[config.mk]
export PLATFORM = sky130hd
export DESIGN_NAME = muldiv_unit
export DESIGN_NICKNAME = d
export VERILOG_FILES = /design/src/rtl/muldiv_pkg.sv /design/src/rtl/muldiv_unit.sv
export SDC_FILE = /design/constraint.sdc
export NUM_CORES = 1
export LEC_CHECK = 0
export ABC_AREA = 1
export CORE_ASPECT_RATIO = 0.6
export CORE_MARGIN = 2
export CORE_UTILIZATION = 60
export DETAILED_ROUTE_END_ITERATION = 7
export HOLD_SLACK_MARGIN = 0.03
export PLACE_DENSITY = 0.85
export SLEW_MARGIN = 40
export SYNTH_ARGS = -nofsm -noshare
export SYNTH_HDL_FRONTEND = slang
export SYNTH_SLANG_ARGS = --single-unit
[constraint.sdc]
create_clock -name clk -period 6.4 [get_ports clk]
set_clock_uncertainty 0.1 [all_clocks]
set_input_delay 0.96 -clock clk [delete_from_list [all_inputs] [get_ports clk]]
set_output_delay 0.96 -clock clk [all_outputs]
set_load 0.1 [all_outputs]
[src/rtl/muldiv_pkg.sv]
// Shared definitions for the iterative multiply/divide unit:
// op encodings, FSM state enum and iteration count.
package muldiv_pkg;

  localparam logic [2:0] OP_MULT  = 3'b000;
  localparam logic [2:0] OP_MULTU = 3'b001;
  localparam logic [2:0] OP_DIV   = 3'b010;
  localparam logic [2:0] OP_DIVU  = 3'b011;
  localparam logic [2:0] OP_MTHI  = 3'b100;
  localparam logic [2:0] OP_MTLO  = 3'b101;

  localparam int unsigned ITERS = 32;

  typedef enum logic [1:0] {
    IDLE = 2'd0,
    RUN  = 2'd1,
    FIX  = 2'd2
  } state_t;

endpackage

[src/rtl/muldiv_unit.sv]
// Iterative 32-bit multiply/divide unit with HI/LO registers.
// MULT/MULTU/DIV/DIVU take 33 cycles (32 RUN + 1 FIX); MTHI/MTLO write
// immediately.
// Ports:
//   clk, reset (async, active-low)
//   start, op[2:0], a, b : operation issue from E stage
//   rd_sel               : 0 = LO, 1 = HI
//   rd_data              : combinational read of selected register
//   busy                 : multicycle operation in flight
//   done                 : one-cycle pulse after HI/LO writeback
module muldiv_unit
  import muldiv_pkg::*;
#(
  parameter int unsigned WIDTH = 32
) (
  input  logic             clk,
  input  logic             reset,
  input  logic             start,
  input  logic [2:0]       op,
  input  logic [WIDTH-1:0] a,
  input  logic [WIDTH-1:0] b,
  input  logic             rd_sel,
  output logic [WIDTH-1:0] rd_data,
  output logic             busy,
  output logic             done
);

  localparam int unsigned W2 = 2 * WIDTH;
  localparam int unsigned CW = $clog2(ITERS);

  state_t           state_q, state_d;
  logic [CW-1:0]    cnt;
  logic [W2-1:0]    acc;       // {P_hi, multiplier} or {remainder, quotient}
  logic [WIDTH-1:0] opnd;      // multiplicand magnitude or divisor magnitude
  logic [WIDTH-1:0] hi, lo;
  logic             is_div, neg_res, neg_rem, div_zero;

  logic             legal, accept, signed_op, neg_a, neg_b;
  logic [WIDTH-1:0] mag_a, mag_b;
  logic [WIDTH:0]   add_x, add_y, add_r;
  logic [W2-1:0]    acc_step, prod_fix;
  logic [WIDTH-1:0] quo_fix, rem_fix;

  // Issue decode and operand magnitudes
  always_comb begin
    legal     = (op <= OP_MTLO);
    accept    = start && (state_q == IDLE) && legal;
    signed_op = (op == OP_MULT) || (op == OP_DIV);
    neg_a     = signed_op && a[WIDTH-1];
    neg_b     = signed_op && b[WIDTH-1];
    mag_a     = neg_a ? -a : a;
    mag_b     = neg_b ? -b : b;
  end

  // Shared (WIDTH+1)-bit adder: add for multiply, trial-subtract for divide
  always_comb begin
    add_x = is_div ? acc[W2-1:WIDTH-1] : {1'b0, acc[W2-1:WIDTH]};
    add_y = {1'b0, opnd};
    add_r = is_div ? (add_x - add_y) : (add_x + add_y);
    if (is_div) begin
      if (!add_r[WIDTH]) acc_step = {add_r[WIDTH-1:0], acc[WIDTH-2:0], 1'b1};
      else               acc_step = {acc[W2-2:0], 1'b0};
    end else begin
      if (acc[0]) acc_step = {add_r, acc[WIDTH-1:1]};
      else        acc_step = {1'b0, acc[W2-1:1]};
    end
  end

  // Signed fix-up; divide-by-zero forces all-ones quotient (remainder is a)
  always_comb begin
    prod_fix = neg_res ? -acc : acc;
    quo_fix  = div_zero ? '1 : (neg_res ? -acc[WIDTH-1:0] : acc[WIDTH-1:0]);
    rem_fix  = neg_rem ? -acc[W2-1:WIDTH] : acc[W2-1:WIDTH];
  end

  // FSM next state
  always_comb begin
    state_d = state_q;
    case (state_q)
      IDLE:    if (accept && !op[2]) state_d = RUN;
      RUN:     if (cnt == CW'(ITERS - 1)) state_d = FIX;
      FIX:     state_d = IDLE;
      default: state_d = IDLE;
    endcase
  end

  // FSM state register
  always_ff @(posedge clk or negedge reset) begin
    if (!reset) state_q <= IDLE;
    else        state_q <= state_d;
  end

  // Datapath, HI/LO and status flops
  always_ff @(posedge clk or negedge reset) begin
    if (!reset) begin
      cnt      <= '0;
      acc      <= '0;
      opnd     <= '0;
      hi       <= '0;
      lo       <= '0;
      is_div   <= 1'b0;
      neg_res  <= 1'b0;
      neg_rem  <= 1'b0;
      div_zero <= 1'b0;
      busy     <= 1'b0;
      done     <= 1'b0;
    end else begin
      busy <= (state_d != IDLE);
      done <= (state_q == FIX);
      case (state_q)
        IDLE: begin
          if (accept) begin
            case (op)
              OP_MTHI: hi <= a;
              OP_MTLO: lo <= a;
              default: begin
                cnt      <= '0;
                is_div   <= op[1];
                neg_res  <= neg_a ^ neg_b;
                neg_rem  <= neg_a;
                div_zero <= (b == '0);
                acc      <= op[1] ? {{WIDTH{1'b0}}, mag_a} : {{WIDTH{1'b0}}, mag_b};
                opnd     <= op[1] ? mag_b : mag_a;
              end
            endcase
          end
        end
        RUN: begin
          acc <= acc_step;
          cnt <= cnt + 1'b1;
        end
        FIX: begin
          if (is_div) begin
            lo <= quo_fix;
            hi <= rem_fix;
          end else begin
            hi <= prod_fix[W2-1:WIDTH];
            lo <= prod_fix[WIDTH-1:0];
          end
        end
        default: ;
      endcase
    end
  end

  assign rd_data = rd_sel ? hi : lo;

endmodule

After elaboration in Yosys (flattened, before gate mapping)

Cells that the tools add are included.

Register bits after elaboration: 173
Input bits: 71
Output and inout bits: 34
Logic and storage cells: 82

Add/sub/neg operators: 8
Order comparisons: 1
Eq/ne operators: 10
Mux-type cells: 31
Bitwise logic cells: 2
Reduce and logical (&&, ||, !) cells: 18

Operators by type and width:

| kind                                                  | count |
|---|---|
| two-way mux 32 bit                                    | 14 |
| two-way mux 64 bit                                    | 6 |
| negator 32 bit                                        | 4 |
| one-hot mux 32 bit (2 select lines)                   | 2 |
| one-hot mux 64 bit (2 select lines)                   | 1 |
| two-way mux 33 bit                                    | 2 |
| negator 64 bit                                        | 1 |
| adder 33 x 32 -> 33 bit                               | 1 |
| subtractor 33 x 32 -> 33 bit                          | 1 |
| logical NOT 32 bit                                    | 1 |
| AND reduction 3 bit                                   | 4 |
| two-way mux 5 bit                                     | 2 |
| one-hot mux 5 bit (2 select lines)                    | 1 |
| == test 3 bit, second input constant                  | 2 |
| nonzero test 2 bit                                    | 3 |
| adder 5 x 1 -> 5 bit, second input constant           | 1 |
| == test 5 bit, second input constant                  | 1 |
| logical AND 1 bit                                     | 5 |
| two-way mux 2 bit                                     | 2 |
| inequality test 2 x 1 -> 1 bit, second input constant | 2 |
| inequality test 2 bit, second input constant          | 2 |
| one-hot mux 2 bit (2 select lines)                    | 1 |
| == test 3 x 2 -> 1 bit, second input constant         | 1 |
| less-or-equal comparator 3 bit, second input constant | 1 |
| 9 further kinds                                       | 9 |

Depth between registers and ports, before layout

Word-level depth: 8
Mapped depth: 28
Depth with buffers taken out: 27

Least setup slack after synthesis

No wires, ideal clock.

Path type: input port to output port
From: input port rd_sel
To: output port rd_data[10]
Arrival time: 3.516 ns
Required time: 5.340 ns
Slack: 1.824 ns
Stages: 3
Buffers on the path: 2
Path through: clkbuf_1 clkbuf_1 o21ai_0

Cells in the longest elaborated chain, start to end: 1

RTL lines:

| what               | line               | RTL |
|---|---|---|
| start, declared    | muldiv_unit.sv:22  | `input logic rd_sel,` |
| two-way mux 32 bit | muldiv_unit.sv:146 | `assign rd_data = rd_sel ? hi : lo;` |
| end, declared      | muldiv_unit.sv:23  | `output logic [WIDTH-1:0] rd_data,` |

No other way between the ends.

Worst setup path after layout

From: register is_div
To: register acc[52]

Cells in the longest elaborated chain, start to end: 6
Elaborated cells on any way between the ends: 8
Classes of those cells: 2 x add/sub; 6 x mux

RTL lines:

| what                                                                    | line                                 | RTL |
|---|---|---|
| start, declared                                                         | muldiv_unit.sv:36                    | `logic is_div, neg_res, neg_rem, div_zero;` |
| start signal, assigned                                                  | muldiv_unit.sv:118                   | `is_div <= op[1];` |
| two-way mux 33 bit                                                      | muldiv_unit.sv:57                    | `add_x = is_div ? acc[W2-1:WIDTH-1] : {1'b0, acc[W2-1:WIDTH]};` |
| adder 33 x 32 -> 33 bit or subtractor 33 x 32 -> 33 bit (tied branches) | muldiv_unit.sv:59                    | `add_r = is_div ? (add_x - add_y) : (add_x + add_y);` |
| two-way mux 33 bit                                                      | muldiv_unit.sv:59                    |  |
| two-way mux 64 bit, on equally long branches                            | muldiv_unit.sv:64, muldiv_unit.sv:61 |  |
| two-way mux 64 bit (*)                                                  | muldiv_unit.sv:60                    | `if (is_div) begin` |
| one-hot mux 64 bit (2 select lines) (*)                                 | muldiv_unit.sv:110                   | `case (state_q)` |
| end signal, assigned                                                    | muldiv_unit.sv:122                   | `acc <= op[1] ? {{WIDTH{1'b0}}, mag_a} : {{WIDTH{1'b0}}, mag_b};` |
| end signal, assigned                                                    | muldiv_unit.sv:129                   | `acc <= acc_step;` |
| end, declared                                                           | muldiv_unit.sv:33                    | `logic [W2-1:0] acc;` |

Every way passes the cells marked *; elsewhere a longest branch is shown, timed or not.
A chain may end at the register's enable or synchronous reset.

==> run summary <==
WP buf/inv - 2
type of origin of the critical path - register
Max Slew Vio Count - 0
CP peak stage delay - 640 ps
CP Max Fanout - 52
Layout area overhead - 8.79%
Tmin final - 4590 ps
share of layout cells above drive strength 1 - 0.0557
violated checks - design-rule violations
TritonCTS clock tree - done
Hold Path Class - in -> async
Commonest cells post-synth - 869 x nand2_1, 418 x nor2_1, 371 x inv_1
detailed placer's ending HPWL - 59100 µm
CP max-delay cell - clkinv_2
first-pass GRT wire length - 112000 µm
DR pass1 iterations - 8
hold buffer count at cts - 0
core area - 29100 µm²
Worst Setup End Kind - register
starting density of the core - 0.616
Std-Cell Rows - 48
number of nets in the layout - 3187
# setup viols final - 0
pwr/cell area - 668 nW/µm²
Overall Global Routing Usage - 0.480
Clock Latency Late Sink - 470 ps
DIE HEIGHT - 138 µm
initial antenna violation count - 0
Die ar. - 31300 µm²
Hold Fails Final Rpt - 0
Sink Count - 173
relative slew slack - 0.399
fin cells - 3489
RSZ-0062 raised after global routing - false
vias per cell - 6.25
CTS Buffer Depth - 2
CTS H-tree depth - 4
worst-path cell chain - clkinv_2 > nand2_1 > o21ai_1 > a21oi_1 > xor2_1 > ha_1 > nand2_1 > inv_1 > a21oi_1 > nand2_1 > a21oi_4 > nand3_1 > nand2_2 > nand3_1 > nand2_1 > nand2_1 > nand2_1
yosys warns - 0
Slew @ Worst Pin - 899 ps
Max-cap violations - 0
DRC violations left - 3
fmax - 218 MHz
TritonCTS buffer count - 17
root buffer cell - clkbuf_16
Die W - 227 µm
Post-synth ARST share - 1.00
Crit Path Class - reg -> reg
DRT Wirelength - 75500 µm
cells after synthesis - 3059
crit path from - is_div$_DFFE_PN0P_
Leakage - 9.69 nW
post-synth cell types - 56
largest net degree at the start of global routing - 93
vias post-DR - 21800
largest area contributor in the netlist - dfrtp_1
period utilization - 0.717
post-route setup TNS - 0 ps
Post-CTS Setup Repair Bufs - 0
CP dominant cell by count - nand2_1
post-synthesis instance area - 17900 µm²
most frequent cell after synthesis - nand2_1
Worst EP arrival - 4880 ps
initial drt markers - 4041
Top Ports - 105
gr ovfl total - 0
reg2reg start - is_div$_DFFE_PN0P_
status - finished with violations
WP data required - 6690 ps
Placer Congestion - 1.09
port bufs - 104
Synth Flop Type - dfrtp_1
antenna diode count - 0
Yosys reg bits - 173
syn_nets - 3170
post-route ant nets - 0
wire per inst - 21.6 µm
Worst VDD drop - 0.000469 V
post-CTS sizing - 0
Tot Pwr - 13.0 mW
Cells after DPL - 3457
number of flops mapped to enable cells by yosys - 0
vias in the first global route - 18900
clock-pin slew on the worst setup and hold paths - 90 ps
Seq/Total Area, Yosys - 0.242
Mapped Avg Cell Area - 5.85 µm²
critical path's top delay family - simple AND/OR/NAND/NOR gates
largest cells by area after synthesis - dfrtp_1 24%, nand2_1 18%, nor2_1 8.8%, nand3_1 8.0%, inv_1 7.8%
Synth top area share - 0.242
## path summary, 6_finish.rpt
check | slack, ps | endpoint | cells after the start
max | 1810 | acc[52]$_DFFE_PN0P_ | 17
min | 380 | acc[38]$_DFFE_PN0P_ | 1
max reg2reg | 1810 | acc[52]$_DFFE_PN0P_ | 17
min reg2reg | 390 | cnt[3]$_DFFE_PN0P_ | 1
max in group asynchronous | 4470 | is_div$_DFFE_PN0P_ | 2
min in group clk | 390 | cnt[3]$_DFFE_PN0P_ | 1
## routing by layer
layer,global-route usage,wire length (µm),vias up
li1,-,-,9905
met1,0.671,30400,9792
met2,0.618,27400,1853
met3,0.258,14700,240
met4,0.155,3010,0
met5,0,0,-
## cell families (layout without fill, tap and decap cells)
group,count (synthesis),after routing,share of synthesized area
simple gates,1695,1695,0.395
compound gates,537,537,0.165
buf+inv,504,534,0.113
flops,173,173,0.242
xor+xnor,90,90,0.0440
fa+ha+maj,40,40,0.0284
mux,20,20,0.0124
## area by class of cell
type,instances,area (µm²)
clock buffers,17,425
clock inverters,15,210
fillers,2700,9600
inverters,378,1420
multi-input cells,2382,11600
flip-flops and latches,173,4330
well taps,400,500
repair buffers,124,1020
## state kept, by name, indices dropped and copies added, names as in the netlist
name      count
acc          64
hi           32
lo           32
opnd         32
cnt           5
state_q       2
busy          1
div_zero      1
done          1
is_div        1
neg_rem       1
neg_res       1
## layout by cell type, fill, tap and decap left out, drive strengths merged, types with 10 or more instances in the layout
cell type	count
clkdlybuf4s50	68
nand4	22
nand3	289
a21oi	230
clkinv	10
xor2	74
a31oi	15
clkbuf	17
nor3	27
a22oi	29
xnor2	16
dfrtp	173
nand2	895
o21ai	211
nand3b	10
inv	382
nor2	428
ha	39
mux2	18
buf	56
o211ai	28
## worst reg2reg max path, cell delays in order, from the launching register on
cell	delay, ps
dfrtp_4	630
clkinv_2	640
nand2_1	360
o21ai_1	170
a21oi_1	200
xor2_1	300
ha_1	360
nand2_1	120
inv_1	70
a21oi_1	160
nand2_1	130
a21oi_4	230
nand3_1	140
nand2_2	500
nand3_1	140
nand2_1	150
nand2_1	70
nand2_1	50
## per-stage QoR
| stage | hold WS (ps) | setup slack [ps] | instance area (µm²) | utilization |
|---|---|---|---|---|
| 4_1_cts | 371 | 2110 | 19500 | 0.670 |
| 5_1_grt | 406 | 1610 | 19500 | 0.670 |
| 3_5_place_dp | 362 | 1950 | 18800 | 0.648 |
| 6_report | 375 | 1810 | 19500 | 0.670 |
| 2_1_floorplan | 333 | 1820 | 17900 | - |
| 3_3_place_gp | 351 | 2070 | 19000 | 0.653 |
## report_power, final
part | switching [mW] | internal, mW
clock network | 0.580 | 0.575
logic | 6.77 | 2.75
registers | 0.763 | 1.57
total | 8.12 | 4.89
Power figures use the tool's default switching activity.
